File: config.mk
export PLATFORM = sky130hd
export DESIGN_NAME = uart_tx_arbiter
export DESIGN_NICKNAME = d
export VERILOG_FILES = /design/src/rtl/uart_tx_arbiter_pkg.sv /design/src/rtl/uart_tx_arbiter_rr.sv /design/src/rtl/uart_tx_arbiter.sv
export SDC_FILE = /design/constraint.sdc
export NUM_CORES = 1
export LEC_CHECK = 0
export CAP_MARGIN = 20
export CORE_UTILIZATION = 39
export CTS_CLUSTER_SIZE = 8
export DETAILED_ROUTE_END_ITERATION = 8
export PLACE_DENSITY = 0.77
export RECOVER_POWER = 25
export SLEW_MARGIN = 40
export SYNTH_ARGS = -nofsm -noshare
export SYNTH_HDL_FRONTEND = slang
export SYNTH_HIERARCHICAL = 1
export SYNTH_SLANG_ARGS = --single-unit
File: constraint.sdc
create_clock -name clk_100MHz -period 3 [get_ports clk_100MHz]
set_input_delay 0.3 -clock clk_100MHz [delete_from_list [all_inputs] [get_ports clk_100MHz]]
set_output_delay 0.3 -clock clk_100MHz [all_outputs]
set_load 0.01 [all_outputs]
File: src/rtl/uart_tx_arbiter_pkg.sv
// Shared types and helpers for the UART transmit-path arbiter.
// Imported by the top-level FSM and the round-robin selector.
package uart_tx_arbiter_pkg;

  typedef enum logic [1:0] {
    ST_IDLE = 2'd0,
    ST_LOAD = 2'd1,
    ST_SEND = 2'd2
  } arb_state_e;

  // Successor of index i in a ring of n entries.
  function automatic int unsigned wrap_next(input int unsigned i, input int unsigned n);
    return (i + 1 >= n) ? 0 : i + 1;
  endfunction

endpackage

File: src/rtl/uart_tx_arbiter_rr.sv
// Combinational round-robin selector: first asserted request at or after ptr,
// wrapping modulo N. Works for any N, not only powers of two.
module rr_arbiter
  import uart_tx_arbiter_pkg::*;
#(
  parameter  int N  = 4,
  localparam int IW = $clog2(N)
) (
  input  logic [N-1:0]  req,
  input  logic [IW-1:0] ptr,
  output logic [N-1:0]  gnt_onehot,
  output logic [IW-1:0] gnt_idx,
  output logic          any
);

  int unsigned  scan;
  logic [IW-1:0] cand;

  // NOTE: every variable written here gets a default first, so no path leaves a latch.
  always_comb begin
    gnt_onehot = '0;
    gnt_idx    = '0;
    any        = 1'b0;
    scan       = 0;
    cand       = '0;
    for (int k = 0; k < N; k++) begin
      scan = int'(ptr) + k;
      if (scan >= N) scan = scan - N;
      cand = IW'(scan);
      if (!any && req[cand]) begin
        any             = 1'b1;
        gnt_idx         = cand;
        gnt_onehot[cand] = 1'b1;
      end
    end
  end

endmodule

File: src/rtl/uart_tx_arbiter.sv
// Round-robin sharing of one batch-load UART transmit path among NREQ requesters:
// grant, latch word, pulse tx_trigger, then count tx_done rising edges (with watchdog).
module uart_tx_arbiter
  import uart_tx_arbiter_pkg::*;
#(
  parameter  int NREQ       = 4,
  parameter  int DBITS      = 8,
  parameter  int WORD_BYTES = 4,
  parameter  int TIMEOUT    = 2**20,
  localparam int IW         = $clog2(NREQ),
  localparam int W          = DBITS * WORD_BYTES,
  localparam int BC_W       = $clog2(WORD_BYTES + 1),
  localparam int WD_W       = $clog2(TIMEOUT)
) (
  input  logic              clk_100MHz,
  input  logic              reset_n,
  input  logic [NREQ-1:0]   req_valid,
  input  logic [NREQ*W-1:0] req_data,
  output logic [NREQ-1:0]   req_ready,
  output logic              tx_trigger,
  output logic [W-1:0]      tx_in,
  input  logic              tx_done,
  output logic              busy,
  output logic [IW-1:0]     grant_id,
  output logic              timeout_err
);

  arb_state_e      state;
  logic [IW-1:0]   rr_ptr;
  logic [BC_W-1:0] byte_cnt;
  logic [WD_W-1:0] wdog;
  logic            tx_done_q;
  logic            done_edge;

  logic [NREQ-1:0] gnt_onehot;
  logic [IW-1:0]   gnt_idx;
  logic            gnt_any;

  rr_arbiter #(.N(NREQ)) u_rr (
    .req        (req_valid),
    .ptr        (rr_ptr),
    .gnt_onehot (gnt_onehot),
    .gnt_idx    (gnt_idx),
    .any        (gnt_any)
  );

  // Accept is visible in the grant cycle itself so the requester can drop valid next cycle.
  assign req_ready = (state == ST_IDLE) ? gnt_onehot : '0;
  assign done_edge = tx_done & ~tx_done_q;

  // NOTE: all state updates use non-blocking assignments so every register sees pre-edge values.
  always_ff @(posedge clk_100MHz or negedge reset_n) begin
    if (!reset_n) begin
      state       <= ST_IDLE;
      rr_ptr      <= '0;
      tx_in       <= '0;
      grant_id    <= '0;
      tx_trigger  <= 1'b0;
      busy        <= 1'b0;
      byte_cnt    <= '0;
      wdog        <= '0;
      tx_done_q   <= 1'b0;
      timeout_err <= 1'b0;
    end else begin
      tx_done_q  <= tx_done;
      tx_trigger <= 1'b0;
      case (state)
        ST_IDLE: begin
          if (gnt_any) begin
            tx_in      <= req_data[int'(gnt_idx)*W +: W];
            grant_id   <= gnt_idx;
            rr_ptr     <= IW'(wrap_next(int'(gnt_idx), NREQ));
            tx_trigger <= 1'b1;
            busy       <= 1'b1;
            state      <= ST_LOAD;
          end
        end
        ST_LOAD: begin
          byte_cnt <= BC_W'(WORD_BYTES);
          wdog     <= '0;
          state    <= ST_SEND;
        end
        ST_SEND: begin
          if (done_edge) begin
            byte_cnt <= byte_cnt - 1'b1;
            wdog     <= '0;
            if (byte_cnt == BC_W'(1)) begin
              busy  <= 1'b0;
              state <= ST_IDLE;
            end
          end else if (wdog == WD_W'(TIMEOUT - 1)) begin
            // Transmitter stalled: abandon the word, flag it until the next reset.
            timeout_err <= 1'b1;
            busy        <= 1'b0;
            state       <= ST_IDLE;
          end else begin
            wdog <= wdog + 1'b1;
          end
        end
        default: begin
          busy  <= 1'b0;
          state <= ST_IDLE;
        end
      endcase
    end
  end

endmodule

==> results of run 1 <==
[what timing repair did]
item | in CTS | in global routing
buffers inserted | 6 | 3
endpoints found under the hold margin | 19 | 0
gates cloned | 0 | 1
hold buffers | 1 | 0
endpoints found under the setup margin | 4 | 15
pin swaps | 1 | 0
gates resized for setup | 6 | 6
[final cells by class]
type / instances / area share
Sequential cell: 65 / 0.253
Inverter: 12 / 0.00700
Tap cell: 136 / 0.0264
Clock inverter: 5 / 0.0121
Timing Repair Buffer: 202 / 0.311
Multi-Input combinational cell: 309 / 0.368
Clock buffer: 11 / 0.0235
[worst min-delay path by stage]
| stage | startpoint | to | slack, ns | depth (start not counted) |
|---|---|---|---|---|
| 5_1_grt | wdog[17] | wdog[17] | 0.49 | 1 |
| 3_3_place_gp | reset_n | state[1] | 0.27 | 1 |
| 2_1_floorplan | reset_n | busy | 0.004 | 0 |
| 6_report | tx_in[29] | tx_in[29] | 0.48 | 2 |
| 4_1_cts | tx_done | tx_done_q | 0.46 | 1 |
| 3_5_place_dp | reset_n | state[1] | 0.28 | 1 |
[routing by layer]
layer / part of all wire / global-route usage / up-vias / wire length [microns]
met4: 0.031 / 0.104 / 0 / 389
met5: 0 / 0 / - / 0
li1: - / - / 1869 / -
met1: 0.38 / 0.253 / 1997 / 4850
met3: 0.055 / 0.0580 / 26 / 701
met2: 0.53 / 0.429 / 155 / 6810
[per-stage QoR]
stage | area (sq um) | power, mW | utilization | worst slack [ns] | instances
after floorplan | 4150 | 4.08 | - | 0.00159 | 410
after global placement | 6090 | 5.40 | 0.590 | 0.0369 | 713
after detailed placement | 6090 | 5.53 | 0.590 | -0.0476 | 713
after CTS | 6390 | 6.47 | 0.619 | 0.00676 | 736
after global routing | 6430 | 7.05 | 0.623 | -0.00327 | 740
final | 6430 | 6.62 | 0.623 | 0.123 | 740
[cell usage after synthesis (all sizes together) (6+ instances only)]
library cell,n,share of area
nand2,117,0.11
dfrtp,65,0.39
mux4,36,0.20
o21ai,30,0.036
a21oi,15,0.019
nor2,15,0.014
buf,12,0.020
clkbuf,12,0.011
inv,12,0.011
nand3,11,0.015
nand4,10,0.017
ha,9,0.027
a22oi,8,0.015
nor3,6,0.0073
o31ai,6,0.011
[cell families (layout without fill, tap and decap cells)]
logic type                 count (synthesis)  after routing  synth area share
adders and majority gates                  9              9            0.0272
DFF                                       65             65             0.393
buffers and inverters                     36            230            0.0421
and+or+nand+nor                          183            183             0.208
muxes                                     42             42             0.213
AOI/OAI and AO/OA                         75             75             0.116
[worst max-delay path, stage by stage (launching register included)]
cell and delay, ns:
sky130_fd_sc_hd__dfrtp_1 0.38, sky130_fd_sc_hd__inv_2 0.08, sky130_fd_sc_hd__ha_4 0.30, sky130_fd_sc_hd__mux4_2 0.34
sky130_fd_sc_hd__buf_4 0.17, sky130_fd_sc_hd__nor4b_4 0.24, sky130_fd_sc_hd__buf_4 0.17, sky130_fd_sc_hd__a22oi_1 0.06
sky130_fd_sc_hd__o21ai_0 0.08, sky130_fd_sc_hd__and2_1 0.15, sky130_fd_sc_hd__dlygate4sd2_1 0.27
[where the power goes]
part	switching (mW)	leakage, nW	internal, mW
registers	0.212	0.830	1.19
clock network	0.334	0.115	0.510
logic	2.08	1.78	2.30
[state kept, by name, summed over array words and instances, names as in the netlist]
| register | cells |
|---|---|
| busy | 1 |
| tx_in | 32 |
| timeout_err | 1 |
| grant_id | 2 |
| tx_trigger | 1 |
| rr_ptr | 2 |
| wdog | 20 |
| byte_cnt | 3 |
| tx_done_q | 1 |
| state | 2 |
==> reports/metrics.cfg, run 1 <==
[power]
total_leakage_power_nw = 2.72
vdd.ir_drop.worst_mv = 0.528
power-per-cell-area_nw_per_um2 = 1030

[drt]
post_route_drc_violation_count = 0
wl_per_cell_microns = 17.2
ant_nets = 0
vias = 4047
1st_pass_router_iterations = 4
routed_wirelength_mm = 12.7
first_iter_violations = 196
detail_route.vias_per_cell = 5.47

[logic_synthesis]
yosysUniqueCellTypes = 52
synth_seq_cells = 65
syn_area_sq_um = 4140
synthCells = 410
avgSynthCellArea_sq_um = 10.1
synth-edff-count = 0
share_of_flip_flops_with_an_asynchronous_set_or_reset_after_synthesis = 1.00
ys_dominant_reg_cell = sky130_fd_sc_hd__dfrtp_1
number_of_warnings_printed_during_yosys_synthesis = 6
synthesis.nets = 554
ys_seq_area_frac = 0.393

[timing]
timing.max_slew.rel_slack = 0.247
final.setup_skew_ns = 0.00987
totalNegativeSetupSlack_ns = 0
setup_viol = 0
max_slew.worst_pin.slew_ns = 1.13
finalHoldViolations = 0
clock.fmax_mhz = 348
timing.hold.ws_ns = 0.480
period_share = 0.959
final_max_slew_viol_count = 0
finalWorstPathRequiredPeriod_ns = 2.88

[worst_setup_path]
crit_path_start = rr_ptr[1]
worstSetupEndpoint = req_ready[0]
timing_worst_setup_path_type = reg2out
critical_path.reg2reg.startpoint = rr_ptr[1]
end_kind = output pin
r2r_cells = 13
worst_ep_arrival_time_ns = 2.58
worstPathMaxFanout = 4
worst-r2r-setup-slack_ns = 0.13
critPathRequiredTime_ns = 2.70
end_of_the_worst_register_to_register_path = tx_in[12]
cp-start-kind = flop

[finish]
layout-area-overhead-vs-synth_pct = 55.6
finish.net_count = 743
post_route_cells_drive_above_1_share = 0.159
fillerInstances = 818
diodes = 0
layout.cells.most_common_list = 169 x sky130_fd_sc_hd__clkdlybuf4s50_1, 117 x sky130_fd_sc_hd__nand2_1, 65 x sky130_fd_sc_hd__dfrtp_1, 35 x sky130_fd_sc_hd__mux4_2, 30 x sky130_fd_sc_hd__o21ai_0
register_area_sq_um = 1630
multi_input_gate_area_sq_um = 2360
most_common_cell_after_layout_fill_and_taps_aside = sky130_fd_sc_hd__clkdlybuf4s50_1

[global_route]
number_of_global_route_vias_before_repair = 4271
grt_remaining_overflow = 0
pin_count_of_the_biggest_net_entering_global_routing = 39
initial_antenna_violation_count = 0
gr-usage-all-layers = 0.234
grt_pass1_wl_mm = 20.0

[clock_tree]
clock-sinks = 65
clock_latency_ns = 0.35
tritoncts = done
clockRootBuffer = sky130_fd_sc_hd__clkbuf_8
worst_setup_hold_path_clk_slew_ns = 0.07
cts_buffer_depth = 2
cts-buffers-inserted = 9
cts-htree-levels = 3

[job]
drv.max_cap_violation_count = 0

[placed_design]
port_buffers = 175
detailed_place_hpwl_mm = 9.52
routabilityCongestion = 0.841

[floorplan]
design.portCount = 176
floorplan.die_area_sq_um = 11000
chipWidth_microns = 105
die_h_microns = 105
starting_utilization_of_the_core_area = 0.401
core_sq_um = 10300
fp_rows = 37

[worst_hold_path]
holdCritPathClass = reg2reg

[run_status]
run_status = finished clean

No activity file was read; power rests on OpenSTA's default activity.
==> run 2: changes to the inputs <==
--- a/config.mk
+++ b/config.mk
@@ -5,12 +5,14 @@
 export SDC_FILE = /design/constraint.sdc
 export NUM_CORES = 1
 export LEC_CHECK = 0
+export ABC_CLOCK_PERIOD_IN_PS = 3000
 export CAP_MARGIN = 20
 export CORE_UTILIZATION = 39
 export CTS_CLUSTER_SIZE = 8
 export DETAILED_ROUTE_END_ITERATION = 8
 export PLACE_DENSITY = 0.77
 export RECOVER_POWER = 25
+export REMOVE_ABC_BUFFERS = 1
 export SLEW_MARGIN = 40
 export SYNTH_ARGS = -nofsm -noshare
 export SYNTH_HDL_FRONTEND = slang
==> reports/metrics.cfg, run 2 (same netlist as run 1, synthesis figures left out) <==
[worst_setup_path]
worst_ep_arrival_time_ns = 2.62  ; +0.04 ns
timing_worst_setup_path_type = reg2out
worst_path_largest_cell_delay_ns = 0.60  ; +0.22 ns
timing.critical_path.max_delay_family = buffers and inverters
critPathRequiredTime_ns = 2.70  ; about the same
worstPathMaxFanout = 5  ; +1
cp_num_buf_inv = 4  ; unchanged
critical-path-slowest-cell = sky130_fd_sc_hd__mux4_1
critPathMostFrequentCell = sky130_fd_sc_hd__buf_4
end_kind = output pin
cp-start-kind = flop
crit_path_cell_trace = buf_6, buf_4, mux4_1, nor4b_4, buf_4, a22oi_1, o21ai_0, and2_1, dlygate4sd2_1

[global_route]
grt_pass1_wl_mm = 19.0  ; -5.0%
gr-usage-all-layers = 0.219  ; -0.0152
pin_count_of_the_biggest_net_entering_global_routing = 38  ; -2.6%
initial_antenna_violation_count = 0  ; unchanged
grt_remaining_overflow = 0  ; unchanged
number_of_global_route_vias_before_repair = 3994  ; -6.5%

[floorplan]
core_sq_um = 10300  ; unchanged
starting_utilization_of_the_core_area = 0.401  ; unchanged
die_h_microns = 105  ; unchanged
floorplan.die_area_sq_um = 11000  ; unchanged
fp_rows = 37  ; unchanged
design.portCount = 176  ; unchanged
chipWidth_microns = 105  ; unchanged

[timing]
period_share = 0.973  ; +0.0143
totalNegativeSetupSlack_ns = 0  ; unchanged
final.setup.worst_slack_ns = 0.0796  ; -0.0430 ns
setup_viol = 0  ; unchanged
clock.fmax_mhz = 342  ; -1.5%
timing.max_slew.rel_slack = -0.0667  ; -0.314
max_slew.worst_pin.slew_ns = 1.60  ; +0.471 ns
final_max_slew_viol_count = 31  ; +31
finalHoldViolations = 0  ; unchanged
final.setup_skew_ns = 0.00797  ; -0.00190 ns
finalWorstPathRequiredPeriod_ns = 2.92  ; +0.0430 ns
timing.hold.ws_ns = 0.356  ; -0.124 ns
rsz0062_at_grt = no

[power]
design_internal_power_mw = 3.70  ; -7.4%
power_frac_comb = 0.657  ; -0.004
total_leakage_power_nw = 2.65  ; -2.7%
vdd.ir_drop.worst_mv = 0.453  ; -14%
switching_share = 0.400  ; +0.00350
switchingPower_mw = 2.46  ; -6.1%
p_clk_frac = 0.116  ; -0.012
share_of_power_burned_in_registers = 0.227  ; +0.015
power-per-cell-area_nw_per_um2 = 976  ; -5.1%

[finish]
number_of_flip_flops_in_the_largest_register = 32  ; unchanged
layout.cells.most_common_list = 169 x sky130_fd_sc_hd__clkdlybuf4s50_1, 117 x sky130_fd_sc_hd__nand2_1, 64 x sky130_fd_sc_hd__dfrtp_1, 34 x sky130_fd_sc_hd__mux4_2, 30 x sky130_fd_sc_hd__o21ai_0
fillerInstances = 833  ; +1.8%
register_area_sq_um = 1630  ; about the same
post_route_cells_drive_above_1_share = 0.144  ; -0.0151
most_common_cell_after_layout_fill_and_taps_aside = sky130_fd_sc_hd__clkdlybuf4s50_1
largestRegisters = tx_in x32, wdog x20, byte_cnt x3
multi_input_gate_area_sq_um = 2360  ; -0.16%
max_flop_register = tx_in
diodes = 0  ; unchanged
finish.net_count = 737  ; -0.81%
layout-area-overhead-vs-synth_pct = 52.7

[worst_hold_path]
holdCritPathClass = in2async

[drt]
routed_wirelength_mm = 11.8  ; -7.6%
post_route_drc_violation_count = 0  ; unchanged
ant_nets = 0  ; unchanged
first_iter_violations = 168  ; -14%
vias = 3929  ; -2.9%
1st_pass_router_iterations = 4  ; unchanged
wl_per_cell_microns = 16.0  ; -6.8%
detail_route.vias_per_cell = 5.35  ; -2.1%

[clock_tree]
hold_buffers = 0  ; -1
clock-sinks = 65  ; unchanged
worst_setup_hold_path_clk_slew_ns = 0.07  ; about the same
tritoncts = done
cts_buffer_depth = 2  ; unchanged
cts-buffers-inserted = 9  ; unchanged
clockRootBuffer = sky130_fd_sc_hd__clkbuf_8
clock_latency_ns = 0.33  ; -0.02 ns
cts-htree-levels = 3  ; unchanged

[placed_design]
dp_slack_ns = -0.0978  ; -0.0502 ns
detailed_place_hpwl_mm = 9.10  ; -4.4%
port_buffers = 175  ; unchanged
routabilityCongestion = 0.859  ; +2.2%

[run_status]
run_status = finished, violations left
failing_checks = max-capacitance violations, max-slew violations

[job]
drv.max_cap_violation_count = 1  ; +1

-- run 2: path summary, 6_finish.rpt --
check	start	to	slack, ns	cells after the start
max	rr_ptr[0]	req_ready[1]	0.08	9
min	reset_n	wdog[14]	0.36	1
max reg2reg	rr_ptr[1]	tx_in[30]	0.16	12
min reg2reg	timeout_err	timeout_err	0.48	1
max in group asynchronous	reset_n	wdog[2]	1.08	2
min in group clk_100MHz	timeout_err	timeout_err	0.48	1
-- run 2: power by group through the flow --
stage	Sequential (mW)	Combinational, mW	Clock (mW)
after floorplan	1.51	2.44	0
after global placement	1.40	3.88	0
after detailed placement	1.41	3.98	0
after CTS	1.40	4.09	0.730
after global routing	1.43	4.42	0.762
final	1.40	4.05	0.712
-- run 2: final cells by class --
type | count | area share
Multi-Input combinational cell | 309 | 0.374
Timing Repair Buffer | 196 | 0.305
Clock buffer | 11 | 0.0208
Tap cell | 136 | 0.0269
Clock inverter | 5 | 0.00892
Sequential cell | 65 | 0.258
Inverter | 12 | 0.00713
-- run 2: through the flow --
stage | utilization | power [mW] | area, sq um | instances
after CTS | 0.612 | 6.22 | 6320 | 734
after detailed placement | 0.586 | 5.40 | 6050 | 709
after global routing | 0.612 | 6.62 | 6310 | 734
after floorplan | - | 3.95 | 4010 | 386
final | 0.612 | 6.16 | 6310 | 734
after global placement | 0.586 | 5.28 | 6050 | 709
-- run 2: metal layers --
metal / track usage / part of all wire / up-vias
met5: 0 / 0 / -
met4: 0.0775 / 0.021 / 0
met3: 0.0505 / 0.056 / 21
met2: 0.397 / 0.54 / 132
met1: 0.250 / 0.39 / 1913
li1: - / - / 1863
-- run 2: timing repair --
item,CTS,global route
setup buffers,9,0
gates resized for setup,8,0
endpoints found under the setup margin,4,0
-- run 2: worst reg2reg max path: cells and delay by family (launching register included) --
kind | cells | cell delay (ns)
AOI/OAI and AO/OA | 2 | 0.41
adders and majority gates | 1 | 0.30
buffers and inverters | 4 | 0.63
DFF | 1 | 0.40
muxes | 2 | 0.71
and+or+nand+nor | 3 | 0.28
==> run 3: changes to the inputs <==
--- a/config.mk
+++ b/config.mk
@@ -8,7 +8,7 @@
 export ABC_CLOCK_PERIOD_IN_PS = 3000
 export CAP_MARGIN = 20
 export CORE_UTILIZATION = 39
-export CTS_CLUSTER_SIZE = 8
+export CTS_CLUSTER_SIZE = 30
 export DETAILED_ROUTE_END_ITERATION = 8
 export PLACE_DENSITY = 0.77
 export RECOVER_POWER = 25
==> results of run 3 <==
No change in the layout: final DEF, timing and power equal those of run 2.
